**src/rtl/id_ex_stage_pkg.sv**
```systemverilog
// Shared types and encodings for the decode-to-execute stage.
// ALU op encodings match what the downstream ALU expects on its 4-bit select.
package id_ex_stage_pkg;

    typedef enum logic [3:0] {
        ALU_AND = 4'b0000,
        ALU_OR  = 4'b0001,
        ALU_ADD = 4'b0010,
        ALU_SUB = 4'b0110,
        ALU_INV = 4'b1111
    } alu_op_t;

    typedef struct packed {
        logic reg_write;
        logic mem_read;
        logic mem_write;
        logic branch;
        logic illegal;
    } ctrl_t;

    localparam logic [6:0] OP_R      = 7'b0110011;
    localparam logic [6:0] OP_IMM    = 7'b0010011;
    localparam logic [6:0] OP_LOAD   = 7'b0000011;
    localparam logic [6:0] OP_STORE  = 7'b0100011;
    localparam logic [6:0] OP_BRANCH = 7'b1100011;
    localparam logic [6:0] OP_LUI    = 7'b0110111;
    localparam logic [6:0] OP_AUIPC  = 7'b0010111;

    localparam logic [2:0] F3_ADD_SUB = 3'b000;
    localparam logic [2:0] F3_AND     = 3'b111;
    localparam logic [2:0] F3_OR      = 3'b110;
    localparam logic [2:0] F3_LW      = 3'b010;
    localparam logic [2:0] F3_SW      = 3'b010;
    localparam logic [2:0] F3_BEQ     = 3'b000;
    localparam logic [2:0] F3_BNE     = 3'b001;

    localparam logic [6:0] F7_ZERO = 7'b0000000;
    localparam logic [6:0] F7_SUB  = 7'b0100000;

endpackage

```
**src/rtl/id_ex_stage_if.sv**
```systemverilog
// Bundle of upstream (decode) and downstream (execute) signals of the stage.
// master = the surrounding pipeline, slave = the id_ex_stage itself.
interface id_ex_stage_if
    import id_ex_stage_pkg::*;
#(
    parameter int XLEN = 32
);
    // Handshake: a transfer happens on a rising clk edge where valid && ready.
    // Valid never depends on ready; the producer holds its payload stable until it transfers.
    logic            in_valid;
    logic            in_ready;
    logic [31:0]     instr;
    logic [XLEN-1:0] pc;
    logic [XLEN-1:0] rs1_data;
    logic [XLEN-1:0] rs2_data;
    logic            flush;

    logic            out_valid;
    logic            out_ready;
    logic [XLEN-1:0] data1;
    logic [XLEN-1:0] data2;
    alu_op_t         aluop;
    logic [XLEN-1:0] store_data;
    logic [XLEN-1:0] pc_out;
    logic [4:0]      rd;
    logic            reg_write;
    logic            mem_read;
    logic            mem_write;
    logic            branch;
    logic            illegal;

    modport master (
        output in_valid, instr, pc, rs1_data, rs2_data, flush, out_ready,
        input  in_ready, out_valid, data1, data2, aluop, store_data, pc_out, rd,
               reg_write, mem_read, mem_write, branch, illegal
    );

    modport slave (
        input  in_valid, instr, pc, rs1_data, rs2_data, flush, out_ready,
        output in_ready, out_valid, data1, data2, aluop, store_data, pc_out, rd,
               reg_write, mem_read, mem_write, branch, illegal
    );

endinterface

```
**src/rtl/id_ex_stage_instr_decode.sv**
```systemverilog
// Purely combinational RV32I subset decoder: selects ALU operands, op and control bits.
// Anything outside the supported subset decodes to ALU_INV with every side effect cleared.
module instr_decode
    import id_ex_stage_pkg::*;
#(
    parameter int XLEN = 32
) (
    input  logic [31:0]     i_instr,
    input  logic [XLEN-1:0] i_pc,
    input  logic [XLEN-1:0] i_rs1_data,
    input  logic [XLEN-1:0] i_rs2_data,
    output logic [XLEN-1:0] o_data1,
    output logic [XLEN-1:0] o_data2,
    output alu_op_t         o_aluop,
    output logic [4:0]      o_rd,
    output ctrl_t           o_ctrl
);

    logic [6:0]      w_opcode;
    logic [2:0]      w_funct3;
    logic [6:0]      w_funct7;
    logic [XLEN-1:0] w_imm_i;
    logic [XLEN-1:0] w_imm_s;
    logic [XLEN-1:0] w_imm_u;
    logic            w_legal;
    logic            w_writes_rd;
    alu_op_t         w_op;

    assign w_opcode = i_instr[6:0];
    assign w_funct3 = i_instr[14:12];
    assign w_funct7 = i_instr[31:25];
    assign o_rd     = i_instr[11:7];

    assign w_imm_i = XLEN'($signed(i_instr[31:20]));
    assign w_imm_s = XLEN'($signed({i_instr[31:25], i_instr[11:7]}));
    assign w_imm_u = XLEN'($signed({i_instr[31:12], 12'b0}));

    always_comb begin
        w_legal          = 1'b0;
        w_writes_rd      = 1'b0;
        w_op             = ALU_INV;
        o_data1          = i_rs1_data;
        o_data2          = i_rs2_data;
        o_ctrl.mem_read  = 1'b0;
        o_ctrl.mem_write = 1'b0;
        o_ctrl.branch    = 1'b0;

        case (w_opcode)
            OP_R: begin
                w_writes_rd = 1'b1;
                w_legal     = 1'b1;
                if (w_funct3 == F3_ADD_SUB && w_funct7 == F7_ZERO)      w_op = ALU_ADD;
                else if (w_funct3 == F3_ADD_SUB && w_funct7 == F7_SUB)  w_op = ALU_SUB;
                else if (w_funct3 == F3_AND && w_funct7 == F7_ZERO)     w_op = ALU_AND;
                else if (w_funct3 == F3_OR && w_funct7 == F7_ZERO)      w_op = ALU_OR;
                else                                                    w_legal = 1'b0;
            end
            OP_IMM: begin
                w_writes_rd = 1'b1;
                w_legal     = 1'b1;
                o_data2     = w_imm_i;
                if (w_funct3 == F3_ADD_SUB)  w_op = ALU_ADD;
                else if (w_funct3 == F3_AND) w_op = ALU_AND;
                else if (w_funct3 == F3_OR)  w_op = ALU_OR;
                else                         w_legal = 1'b0;
            end
            OP_LOAD: begin
                if (w_funct3 == F3_LW) begin
                    w_legal         = 1'b1;
                    w_writes_rd     = 1'b1;
                    w_op            = ALU_ADD;
                    o_data2         = w_imm_i;
                    o_ctrl.mem_read = 1'b1;
                end
            end
            OP_STORE: begin
                if (w_funct3 == F3_SW) begin
                    w_legal          = 1'b1;
                    w_op             = ALU_ADD;
                    o_data2          = w_imm_s;
                    o_ctrl.mem_write = 1'b1;
                end
            end
            OP_BRANCH: begin
                if (w_funct3 == F3_BEQ || w_funct3 == F3_BNE) begin
                    w_legal       = 1'b1;
                    w_op          = ALU_SUB;
                    o_ctrl.branch = 1'b1;
                end
            end
            OP_LUI: begin
                w_legal     = 1'b1;
                w_writes_rd = 1'b1;
                w_op        = ALU_ADD;
                o_data1     = '0;
                o_data2     = w_imm_u;
            end
            OP_AUIPC: begin
                w_legal     = 1'b1;
                w_writes_rd = 1'b1;
                w_op        = ALU_ADD;
                o_data1     = i_pc;
                o_data2     = w_imm_u;
            end
            default: w_legal = 1'b0;
        endcase

        // Illegal encodings must never leave a side effect behind.
        if (!w_legal) begin
            w_op             = ALU_INV;
            w_writes_rd      = 1'b0;
            o_ctrl.mem_read  = 1'b0;
            o_ctrl.mem_write = 1'b0;
            o_ctrl.branch    = 1'b0;
        end
    end

    assign o_aluop          = w_op;
    assign o_ctrl.illegal   = !w_legal;
    assign o_ctrl.reg_write = w_writes_rd && (i_instr[11:7] != 5'd0);

endmodule

```
**src/rtl/id_ex_stage.sv**
```systemverilog
// Single-entry decode-to-execute pipeline register with valid/ready handshake and flush.
// in_ready looks only at the output side, so a full entry can be replaced in the cycle it drains.
module id_ex_stage
    import id_ex_stage_pkg::*;
#(
    parameter int              XLEN     = 32,
    parameter logic [XLEN-1:0] RESET_PC = '0
) (
    input  logic           clk,
    input  logic           rst_n,
    id_ex_stage_if.slave   bus
);

    logic [XLEN-1:0] w_data1;
    logic [XLEN-1:0] w_data2;
    alu_op_t         w_aluop;
    logic [4:0]      w_rd;
    ctrl_t           w_ctrl;
    logic            w_accept;

    logic            r_out_valid;
    logic [XLEN-1:0] r_data1;
    logic [XLEN-1:0] r_data2;
    alu_op_t         r_aluop;
    logic [XLEN-1:0] r_store_data;
    logic [XLEN-1:0] r_pc_out;
    logic [4:0]      r_rd;
    ctrl_t           r_ctrl;

    instr_decode #(
        .XLEN(XLEN)
    ) u_decode (
        .i_instr    (bus.instr),
        .i_pc       (bus.pc),
        .i_rs1_data (bus.rs1_data),
        .i_rs2_data (bus.rs2_data),
        .o_data1    (w_data1),
        .o_data2    (w_data2),
        .o_aluop    (w_aluop),
        .o_rd       (w_rd),
        .o_ctrl     (w_ctrl)
    );

    assign bus.in_ready = !r_out_valid || bus.out_ready;
    assign w_accept     = bus.in_valid && bus.in_ready;

    // Flush wins over accept and hold; payload registers only move on a kept accept.
    always_ff @(posedge clk or negedge rst_n) begin
        if (!rst_n) begin
            r_out_valid  <= 1'b0;
            r_data1      <= '0;
            r_data2      <= '0;
            r_aluop      <= ALU_ADD;
            r_store_data <= '0;
            r_pc_out     <= RESET_PC;
            r_rd         <= '0;
            r_ctrl       <= '0;
        end else if (bus.flush) begin
            r_out_valid  <= 1'b0;
        end else if (w_accept) begin
            r_out_valid  <= 1'b1;
            r_data1      <= w_data1;
            r_data2      <= w_data2;
            r_aluop      <= w_aluop;
            r_store_data <= bus.rs2_data;
            r_pc_out     <= bus.pc;
            r_rd         <= w_rd;
            r_ctrl       <= w_ctrl;
        end else if (bus.out_ready) begin
            r_out_valid  <= 1'b0;
        end
    end

    assign bus.out_valid  = r_out_valid;
    assign bus.data1      = r_data1;
    assign bus.data2      = r_data2;
    assign bus.aluop      = r_aluop;
    assign bus.store_data = r_store_data;
    assign bus.pc_out     = r_pc_out;
    assign bus.rd         = r_rd;
    assign bus.reg_write  = r_ctrl.reg_write;
    assign bus.mem_read   = r_ctrl.mem_read;
    assign bus.mem_write  = r_ctrl.mem_write;
    assign bus.branch     = r_ctrl.branch;
    assign bus.illegal    = r_ctrl.illegal;

endmodule

```
**src/flat_wrapper.sv**
```systemverilog
// flat-port wrapper written by rule: the top's interface ports become plain ports
module id_ex_stage_flat import id_ex_stage_pkg::*;
#(
    parameter int              XLEN     = 32,
    parameter logic [XLEN-1:0] RESET_PC = '0
)
  (clk, rst_n, bus_in_valid, bus_instr, bus_pc, bus_rs1_data, bus_rs2_data, bus_flush, bus_out_ready, bus_in_ready, bus_out_valid, bus_data1, bus_data2, bus_aluop, bus_store_data, bus_pc_out, bus_rd, bus_reg_write, bus_mem_read, bus_mem_write, bus_branch, bus_illegal);
  id_ex_stage_if #(.XLEN(XLEN)) bus_i ();
  input  logic clk;
  input  logic rst_n;
  input wire logic [$bits(bus_i.in_valid)-1:0] bus_in_valid;
  input wire logic [$bits(bus_i.instr)-1:0] bus_instr;
  input wire logic [$bits(bus_i.pc)-1:0] bus_pc;
  input wire logic [$bits(bus_i.rs1_data)-1:0] bus_rs1_data;
  input wire logic [$bits(bus_i.rs2_data)-1:0] bus_rs2_data;
  input wire logic [$bits(bus_i.flush)-1:0] bus_flush;
  input wire logic [$bits(bus_i.out_ready)-1:0] bus_out_ready;
  output wire logic [$bits(bus_i.in_ready)-1:0] bus_in_ready;
  output wire logic [$bits(bus_i.out_valid)-1:0] bus_out_valid;
  output wire logic [$bits(bus_i.data1)-1:0] bus_data1;
  output wire logic [$bits(bus_i.data2)-1:0] bus_data2;
  output wire logic [$bits(bus_i.aluop)-1:0] bus_aluop;
  output wire logic [$bits(bus_i.store_data)-1:0] bus_store_data;
  output wire logic [$bits(bus_i.pc_out)-1:0] bus_pc_out;
  output wire logic [$bits(bus_i.rd)-1:0] bus_rd;
  output wire logic [$bits(bus_i.reg_write)-1:0] bus_reg_write;
  output wire logic [$bits(bus_i.mem_read)-1:0] bus_mem_read;
  output wire logic [$bits(bus_i.mem_write)-1:0] bus_mem_write;
  output wire logic [$bits(bus_i.branch)-1:0] bus_branch;
  output wire logic [$bits(bus_i.illegal)-1:0] bus_illegal;
  assign bus_i.in_valid = bus_in_valid;
  assign bus_i.instr = bus_instr;
  assign bus_i.pc = bus_pc;
  assign bus_i.rs1_data = bus_rs1_data;
  assign bus_i.rs2_data = bus_rs2_data;
  assign bus_i.flush = bus_flush;
  assign bus_i.out_ready = bus_out_ready;
  assign bus_in_ready = bus_i.in_ready;
  assign bus_out_valid = bus_i.out_valid;
  assign bus_data1 = bus_i.data1;
  assign bus_data2 = bus_i.data2;
  assign bus_aluop = bus_i.aluop;
  assign bus_store_data = bus_i.store_data;
  assign bus_pc_out = bus_i.pc_out;
  assign bus_rd = bus_i.rd;
  assign bus_reg_write = bus_i.reg_write;
  assign bus_mem_read = bus_i.mem_read;
  assign bus_mem_write = bus_i.mem_write;
  assign bus_branch = bus_i.branch;
  assign bus_illegal = bus_i.illegal;
  id_ex_stage #(.XLEN(XLEN), .RESET_PC(RESET_PC)) u_core (.clk(clk), .rst_n(rst_n), .bus(bus_i));
endmodule
```
**config.mk**
```make
export PLATFORM = sky130hd
export DESIGN_NAME = id_ex_stage_flat
export DESIGN_NICKNAME = d
export VERILOG_FILES = /design/src/rtl/id_ex_stage_pkg.sv /design/src/rtl/id_ex_stage_if.sv /design/src/rtl/id_ex_stage_instr_decode.sv /design/src/rtl/id_ex_stage.sv /design/src/flat_wrapper.sv
export SDC_FILE = /design/constraint.sdc
export NUM_CORES = 1
export LEC_CHECK = 0
export BUFFER_PORTS_ARGS = -buffer_cell sky130_fd_sc_hd__buf_2
export CAP_MARGIN = 25
export CORE_UTILIZATION = 48
export DETAILED_ROUTE_END_ITERATION = 10
export GPL_TIMING_DRIVEN = 0
export PLACE_DENSITY = 0.88
export SLEW_MARGIN = 20
export SYNTH_ARGS = -nofsm -noshare
export SYNTH_HDL_FRONTEND = slang
export SYNTH_SLANG_ARGS = --single-unit
```
**constraint.sdc**
```tcl
create_clock -name clk -period 1.9 [get_ports clk]
set_clock_uncertainty 0.1 [all_clocks]
set_input_delay 0.285 -clock clk [delete_from_list [all_inputs] [get_ports clk]]
set_output_delay 0.285 -clock clk [all_outputs]
set_load 0.05 [all_outputs]
```
Word-level counts from Yosys, hierarchy flattened:

Index checks and enable logic that the tools add are counted.

* equality and inequality tests: 12
* muxes and demuxes: 34
* bitwise gates (word level): 1
* reductions and logical operators: 18

Operator list (number)
* case mux 32 bit (4 select lines): 1
* two-way mux 32 bit: 2
* case mux 32 bit (2 select lines): 1
* two-way mux 4 bit: 10
* == test 7 x 6 -> 1 bit, second input constant: 4
* case mux 4 bit (5 select lines): 1
* two-way mux 1 bit: 16
* == test 7 x 5 -> 1 bit, second input constant: 2
* == test 7 x 2 -> 1 bit, second input constant: 1
* == test 7 bit, second input constant: 1
* zero test 7 bit: 1
* == test 3 bit, second input constant: 2
* logical AND 1 bit: 6
* case mux 1 bit (5 select lines): 1
* nonzero test 5 bit: 1
* OR reduction 2 bit: 2
* OR reduction 4 bit: 1
* == test 3 x 1 -> 1 bit, second input constant: 1
* == test 3 x 2 -> 1 bit, second input constant: 1
* zero test 3 bit: 1
* two-way mux 3 bit: 1
* nonzero test 3 bit: 1
* zero test 1 bit: 2
* logical OR 1 bit: 2
* other kinds (3): 3

* flip-flop bits (word level): 143
* bits of input ports: 133
* output and inout port bits: 144
* word-level logic and storage cells: 77

Depth between registers and ports, before layout:

Gate-level depths: netlist (run 1).

* depth in word-level cells: 9
* depth in mapped cells: 8
* depth with buffers taken out: 5

Cells and area by module:

A second synthesis (run 1) with hierarchy kept.

* cells, all modules: 592
* area total of the unflattened synthesis: 6790.3 µm²

Modules (own cells, without submodules)
* id_ex_stage: times used 1, cells an instance 305, area each 5336.4 µm², seq. area each 3579.7 µm²
* instr_decode: times used 1, cells an instance 287, area each 1453.9 µm², seq. area each 0.0 µm²

Worst setup path after synthesis (run 1):

OpenSTA, ideal clock, no wires.

* path type: register to register
* start point: reg u_core.r_out_valid, in the netlist u_core.bus.out_valid
* end point: reg u_core.r_pc_out[0], in the netlist u_core.bus.pc_out[0]
* library setup time: 0.118 ns
* arrival time: 2.252 ns
* data required time: 1.682 ns
* path slack: -0.569 ns
* stages on the path, launching flop included: 9
* path buffers: 3
* clock period less this slack: 2.469 ns
* cell sequence: dfrtp_1 nor2b_1 clkinv_1 and2_1 clkbuf_1 buf_2 buf_1 nand2_1 nand2_1

* word-level cells in the longest chain between the ends: 4

RTL lines
* start: declaration: RTL line id_ex_stage.sv:21 `logic r_out_valid;`
* start signal: assignment: RTL line id_ex_stage.sv:50 `r_out_valid <= 1'b0;`
* start signal: assignment: RTL line id_ex_stage.sv:59 `r_out_valid <= 1'b0;`
* start signal: assignment: RTL line id_ex_stage.sv:61 `r_out_valid <= 1'b1;`
* zero test 1 bit: RTL line id_ex_stage.sv:44 `assign bus.in_ready = !r_out_valid || bus.out_ready;`
* logical OR 1 bit: RTL line id_ex_stage.sv:44
* net bus_in_ready: RTL line flat_wrapper.sv:18 `output wire logic [$bits(bus_i.in_ready)-1:0] bus_in_ready;`
* logical AND 1 bit: RTL line id_ex_stage.sv:45 `assign w_accept = bus.in_valid && bus.in_ready;`
* AND reduction 2 bit (no source line)
* end signal: assignment: RTL line id_ex_stage.sv:66 `r_pc_out <= bus.pc;`
* end: declaration: RTL line id_ex_stage.sv:26 `logic [XLEN-1:0] r_pc_out;`

The timed path passes the listed nets, and every way through them passes these cells.
A chain may end at the register's enable or synchronous reset.

Worst setup path after layout (run 1):

* start point: reg u_core.r_out_valid, in the netlist u_core.bus.out_valid
* end point: reg u_core.r_data2[28], in the netlist u_core.bus.data2[28]

* word-level cells in the longest chain between the ends: 4

RTL lines
* zero test 1 bit: RTL line id_ex_stage.sv:44
* logical OR 1 bit: RTL line id_ex_stage.sv:44
* logical AND 1 bit: RTL line id_ex_stage.sv:45
* AND reduction 2 bit (no source line)
* end signal: assignment: RTL line id_ex_stage.sv:63 `r_data2 <= w_data2;`
* end: declaration: RTL line id_ex_stage.sv:23 `logic [XLEN-1:0] r_data2;`

No other way between the ends.

==> results.md, run 1 <==
* Final setup violation count at 0
* MaxCap Viol Count at 0
* Register share of total power at a little over a third
* Net Sw Frac at just under 40%
* Number of global-route vias before repair at 7423
* Metal3 WL at approximately 2400 um
* Final worst slack at approximately 0.065 ns
* RSZ-0062 raised after global routing: no
* Critical path, cell by cell: nor2b_4 > or4b_4 > nor3_4 > buf_6 > a21oi_1
* Int Pwr at 6.307 mW
* Area of the multi-input gates at approximately 0.0028 mm^2
* Starting DRT DRC Count at slightly below 800
* Final wirelength at around 24000 um
* Syn avg cell area at ~8.8 um^2
* Starting density of the core at roughly half
* Placed Area at between 0.008 and 0.009 mm^2
* Comb power frac at 31.4%
* Share of post-route cells with drive strength above 1 at about a third
* Highest routing layer actually used: met4
* Min-Delay Path Class: in2reg
* CTS buffer count at 17
* Synth async-reset ratio at 100.0%
* DRC at 0
* Row count at 42
* Reg2Reg Setup Slack at around 0.065 ns
* PwrDens at 1087 mW/mm^2
* Worst path required time at around 2.1 ns
* Period utilization at around 97%
* Post-layout util at a little over two thirds
* Number of library cell types mapped by synthesis at 54
* Synth-to-layout area growth at 41.56%
* Reg clk slew, reported paths at roughly 0.060 ns
* Post-DP HPWL at around 17000 um
* Worst EP arrival at roughly 2 ns
* Netlist Area Pre-Place at about 0.0067 mm^2
* Post-synthesis sequential area ratio at 53.68%
* First-pass GRT wire length at 37760 um
* Design area at ~0.0094 mm^2
* Global route overflow at 0
* Max transition margin at around 64%
* Min-delay src: bus_rs2_data[21]
* Reg2reg start: u_core.bus.out_valid
* Die W at between 100 and 150 um
* Slowest stage cell, crit path: or4b_4
* Post-synth EDFFs at 0
* H-tree levels at 4
* DRT met1 WL at 9299 um
* CTS sink cnt at approximately 140
* Storage element area at around 0.0036 mm^2
* Nets at ~1200
* Initial antenna violation count at 0
* Max Root-Sink Buffers at 2
* Clock Root Buffer: clkbuf_16
* Die ar. at ~0.014 mm^2
* Total track usage at about a third
* Main flop type after synthesis: dfrtp_1
* Net Sw Power at 3.958 mW
* Max Slew Vio Count at 0
* Syn. warnings at 0
* Crit path launch: u_core.bus.out_valid
* Final Hold Viols at 0
* Drt first pass iters at 6
* Crit Path Max Fanout at 10
* Max Fclk at approximately 540 MHz
* Core ar. at between 0.01 and 0.015 mm^2
* Clock power share at between 30% and 40%
* Worst path bufs/invs at 1
* Port Buf Inserts at between 200 and 300
* Syn nets at about 900
* Crit path kind: reg2reg
* CP max stage delay at 0.58 ns
* Skew-Pair Late Insertion Delay at between 0.4 and 0.5 ns
* Tightest Pin Transition at around 0.54 ns
* ANT nets after route at 0
* DR WL/cell at roughly 19 um
* #FFs+latches synth at 143
* Placer congestion estimate at a little under 0.9
* Pin count of the biggest net entering global routing at a little under 80
* WL met2 at approximately 11000 um
* Shortest period the worst path allows at approximately 1.8 ns
* Ant diodes at 0
* I/O Pins at ~280
* Crit end category: register
* Number of vias per cell at 5.874
* Crit path max-delay family: simple AND/OR/NAND/NOR gates
* Number of setup buffers added after CTS at 0
* Pre-CTS WS at -0.5789 ns
* Synth Instances at 754
* Filler instances at around 1000
* Outcome: complete, no violations
* Die Ht at between 100 and 150 um
* Leak at approximately 4.7 nW
* Via count at approximately 7500
* Peak VDD IR at approximately 630 uV
* CTS tree: done
* Worst setup SP type: register
[placed cells by master (no fill, tap or decap), types with 4 or more instances in the layout]
master / Yosys / routed
clkbuf_16: 0 / 17
nand3_1: 39 / 39
inv_1: 4 / 4
o22ai_1: 21 / 21
buf_2: 27 / 297
clkbuf_1: 30 / 26
nor3_1: 7 / 7
nor2_1: 54 / 53
a31oi_1: 41 / 41
a21oi_1: 35 / 35
a22oi_1: 20 / 20
a21o_1: 20 / 20
a221o_1: 6 / 6
clkbuf_2: 0 / 6
o21ai_0: 41 / 41
dlygate4sd3_1: 0 / 50
nand2_1: 210 / 210
dfrtp_1: 142 / 141
nand2b_1: 4 / 4
[cells by family after synthesis]
family	count (synthesis)	share of synthesized area (%)
simple gates	343	22.44
compound gates	201	19.49
flops	143	53.68
buf+inv	67	4.390
[path summary, 6_finish.rpt]
path | endpoint | cells past startpoint
max | u_core.bus.data2[28] | 5
min | u_core.bus.store_data[21] | 3
max reg2reg | u_core.bus.data2[28] | 5
min reg2reg | u_core.bus.store_data[30] | 2
max in group asynchronous | u_core.bus.data1[7] | 3
min in group asynchronous | u_core.bus.store_data[6] | 2
[synthesized netlist by cell type, drive strengths merged (2+ instances only)]
cell type,number,share of area (%)
dfrtp,142,53
nand3b,3,0.39
nand2b,4,0.38
a22o,3,0.39
a32o,2,0.30
nor4,3,0.28
clkinv,2,0.11
and3b,2,0.26
nand4bb,2,0.41
buf,31,2.4
a21oi,36,2.8
and2,2,0.19
a2111oi,2,0.54
a221o,6,0.90
o22ai,21,2.0
nand3,39,2.9
nor4bb,2,0.30
clkbuf,30,1.7
nand2,210,12
o21ai,41,3.1
a21o,20,2.3
nor2b,4,0.38
a31oi,41,3.8
nor2,55,3.1
nor3,8,0.68
inv,4,0.23
a22oi,20,2.3
[state kept, by name, indices dropped and copies added, names as in the netlist]
register / cells
u_core.bus.data1: 32
u_core.bus.rd: 5
u_core.bus.aluop: 4
u_core.bus.out_valid: 1
u_core.bus.branch: 1
u_core.bus.mem_read: 1
u_core.bus.illegal: 1
u_core.bus.reg_write: 1
u_core.bus.mem_write: 1
u_core.bus.store_data: 32
u_core.bus.pc_out: 32
u_core.bus.data2: 32
[metal layers]
| metal | GRT usage (%) | vias to the layer above |
|---|---|---|
| met5 | 0 | - |
| met4 | 17.89 | 0 |
| met3 | 9.030 | 97 |
| met2 | 53.50 | 526 |
| met1 | 43.41 | 3596 |
| li1 | - | 3329 |
[power by group through the flow]
stage          Sequential, mW  Clock, mW  Combinational [mW]
4_1_cts                  3.71       3.34                3.20
3_3_place_gp             3.74          0                3.05
2_1_floorplan            5.29          0               0.630
6_report                 3.73       3.31                3.22
3_5_place_dp             3.76          0                3.11
5_1_grt                  3.76       3.47                3.40
[layout make-up]
cell class / instances / area share, %
plain buffers: 60 / 3.075
clock buffers: 23 / 5.063
clock inverters: 9 / 1.140
inverters: 6 / 0.2916
multi-input cells: 544 / 29.99
flip-flops and latches: 143 / 37.93
well taps: 176 / 2.333
repair buffers: 324 / 20.17
[worst min-delay path, cell delays in order]
cell and delay [ns]:
buf_2 0.11, nand2_1 0.05, nand2_1 0.05
[metrics by stage]
step                      setup TNS [ns]  std cells  hold slack [ns]  power (mW)
after floorplan                        0        754          -0.1106       5.924
after global placement           -261.31       1203           0.3496       6.797
after detailed placement          -37.29       1204           0.1729       6.865
after CTS                              0       1285        0.0007382       10.26
after global routing                   0       1285         0.007881       10.62
final                                  0       1285         0.003511       10.26
[timing repair]
action	in CTS	in global routing
setup endpoints to repair	106	48
pin swaps	0	2
hold buffers	50	0
gates resized for setup	8	13
endpoints found under the hold margin	114	0
Power figures use the tool's default switching activity.
==> inputs of run 2 (changes only) <==
CORE_UTILIZATION = 50   (was 48)
CTS_BUF_LIST = sky130_fd_sc_hd__clkbuf_8   (was default)
PLACE_DENSITY = 0.91   (was 0.88)
==> run 2 against run 1 <==
Register-to-register slack worse by 0.03 ns; utilization up 5.3 points; largest cell class unchanged; clock power down 23%; critical endpoint is now u_core.bus.data2[16]; first-iteration DRC count up 8.5%; via count up 2.1%; final cell count up 3.3%; sequential share of layout area down 1.1 points.
==> results.md, run 2 (same netlist as run 1, synthesis figures left out) <==
* Final wirelength at approximately 25000 um
* MaxCap Viol Count at 0
* Post-layout util at approximately three quarters
* Worst setup SP type: register
* H-tree levels at 4
* DR WL/cell at around 19 um
* Placed Area at around 0.0083 mm^2
* Storage element area at about 0.0036 mm^2
* Leading cell types in the layout, fill and taps excluded: 297 x buf_2, 210 x nand2_1, 141 x dfrtp_1
* Clock Root Buffer: clkbuf_8
* Global route overflow at 0
* Share of post-route cells with drive strength above 1 at between 30% and 40%
* Initial antenna violation count at 2
* Reg clk slew, reported paths at about 0.08 ns
* Int Pwr at approximately 5.7 mW
* Placer congestion estimate at about 0.9
* Placed Cells at 1200
* Min-delay src: bus_rs1_data[10]
* Crit end category: register
* ANT nets after route at 0
* Die ar. at between 0.01 and 0.015 mm^2
* Starting DRT DRC Count at between 800 and 900
* Outcome: complete, no violations
* Reg2Reg Setup Slack at 0.03 ns
* Crit path kind: reg2reg
* Worst EP arrival at 2.10 ns
* Max Root-Sink Buffers at 2
* Peak VDD IR at about 750 uV
* Max transition margin at 58.13%
* Layout Cells excl Fill at between 1000 and 1500
* Nets at 1274
* Final setup violation count at 0
* Hold Path End: u_core.bus.data1[10]
* Shortest period the worst path allows at 1.866 ns
* Die W at roughly 120 um
* Max Fclk at approximately 540 MHz
* Number of vias per cell at a little under 6
* Period utilization at between 90% and 100%
* Crit Path Max Fanout at 10
* Min-Delay Path Class: in2reg
* Drt first pass iters at 6
* R2r worst-path depth at 5
* Tightest Pin Transition at 0.6267 ns
* Row count at 41
* Die Ht at approximately 120 um
* Design area at 0.009717 mm^2
* CTS tree: done
* Comb power frac at between 30 and 40%
* Clock power share at a little over a quarter
* Via count at a little under 8000
* Leak at between 4 and 5 nW
* PwrDens at between 900 and 1000 mW/mm^2
* First-pass GRT wire length at roughly 40000 um
* Worst path required time at 2.14 ns
* CTS sink cnt at approximately 140
* Number of setup buffers added after CTS at 0
* DRC at 0
* Synth-to-layout area growth at 45.70%
* CTS buffer count at 17
* Register share of total power at between 30% and 40%
* Area of the multi-input gates at about 0.0028 mm^2
* Max Slew Vio Count at 0
* I/O Pins at between 200 and 300
* Final Hold Viols at 0
* Filler instances at roughly 880
* Number of global-route vias before repair at 7851
* Post-DP HPWL at roughly 17000 um
* Net Sw Power at 3.912 mW
* Total track usage at a little under two fifths
* Hold-critical path depth at 3
* Core ar. at 0.01282 mm^2
* Net Sw Frac at roughly 41%
* Skew-Pair Late Insertion Delay at approximately 0.46 ns
* Starting density of the core at a little over half
* Port Buf Inserts at 273
* Reg2reg end: u_core.bus.data2[16]
* Pin count of the biggest net entering global routing at 73
* Reg2reg start: u_core.bus.out_valid
* Commonest non-fill, non-tap cell in the layout: buf_2
* Tot Pwr at 9.609 mW
## run 2: cell count changes in the layout (fill, tap and decap cells not counted), sizes merged
cell and change:
inv -1, buf -1, clkinvlp -1, diode +2, clkinv +2, clkbuf +1
dlygate4sd3 +45
## run 2: what timing repair did
| action | in CTS | in global routing |
|---|---|---|
| resized for setup | 7 | 14 |
| pin swaps | 0 | 1 |
| endpoints found under the setup margin | 77 | 39 |
| endpoints found under the hold margin | 169 | 0 |
| hold buffers | 95 | 0 |
## run 2: power groups by stage
stage                     Clock [mW]  Sequential (mW)  Combinational (mW)
after floorplan                    0             5.29               0.630
after global placement             0             3.74                3.05
after detailed placement           0             3.75                3.11
after CTS                       2.57             3.70                3.27
after global routing            2.69             3.76                3.48
final                           2.55             3.73                3.33
## run 2: area by class of cell
type / count / area share [%]
diodes: 2 / 0.05151
plain buffers: 60 / 3.013
clock buffers: 23 / 3.258
clock inverters: 9 / 1.082
inverters: 6 / 0.2833
multi-input cells: 544 / 29.01
flip-flops and latches: 143 / 36.85
well taps: 172 / 2.215
repair buffers: 369 / 24.23
## run 2: how the worst max path moves through the flow
stage | from | endpoint | slack, ns | cells past startpoint
floorplan | u_core.bus.out_valid | u_core.bus.pc_out[0] | 0.03 | 8
global placement | rst_n | u_core.bus.out_valid | -1.82 | 1
detailed placement | bus_instr[6] | u_core.bus.data1[24] | -0.54 | 6
CTS | u_core.bus.out_valid | u_core.bus.data2[14] | 0.02 | 5
global route | u_core.bus.out_valid | u_core.bus.data2[27] | -0.007 | 5
finish | u_core.bus.out_valid | u_core.bus.data2[16] | 0.03 | 5
## run 2: stage by stage
stage / hold slack [ns] / setup WS, ns / TNS, ns
after floorplan: -0.1106 / 0.02830 / 0
after global placement: 0.3483 / -1.817 / -255.43
after detailed placement: 0.1811 / -0.5355 / -33.90
after CTS: 0.00005934 / 0.02207 / 0
after global routing: 0.004419 / -0.006648 / -0.007605
final: 0.02105 / 0.03431 / 0
## run 2: critical path, cell delays in order (launching register included)
cell     delay (ns)
dfrtp_2        0.41
nor2b_4        0.15
or4b_4         0.60
nor3_4         0.22
buf_6          0.18
a21oi_1        0.09
## run 2: metal layers
metal	GRT usage, %	vias up	share of wire [%]
met5	0	-	0
met4	22.84	0	5.4
met3	9.351	135	9.2
met2	59.84	543	47
met1	45.05	3621	38
li1	-	3410	-
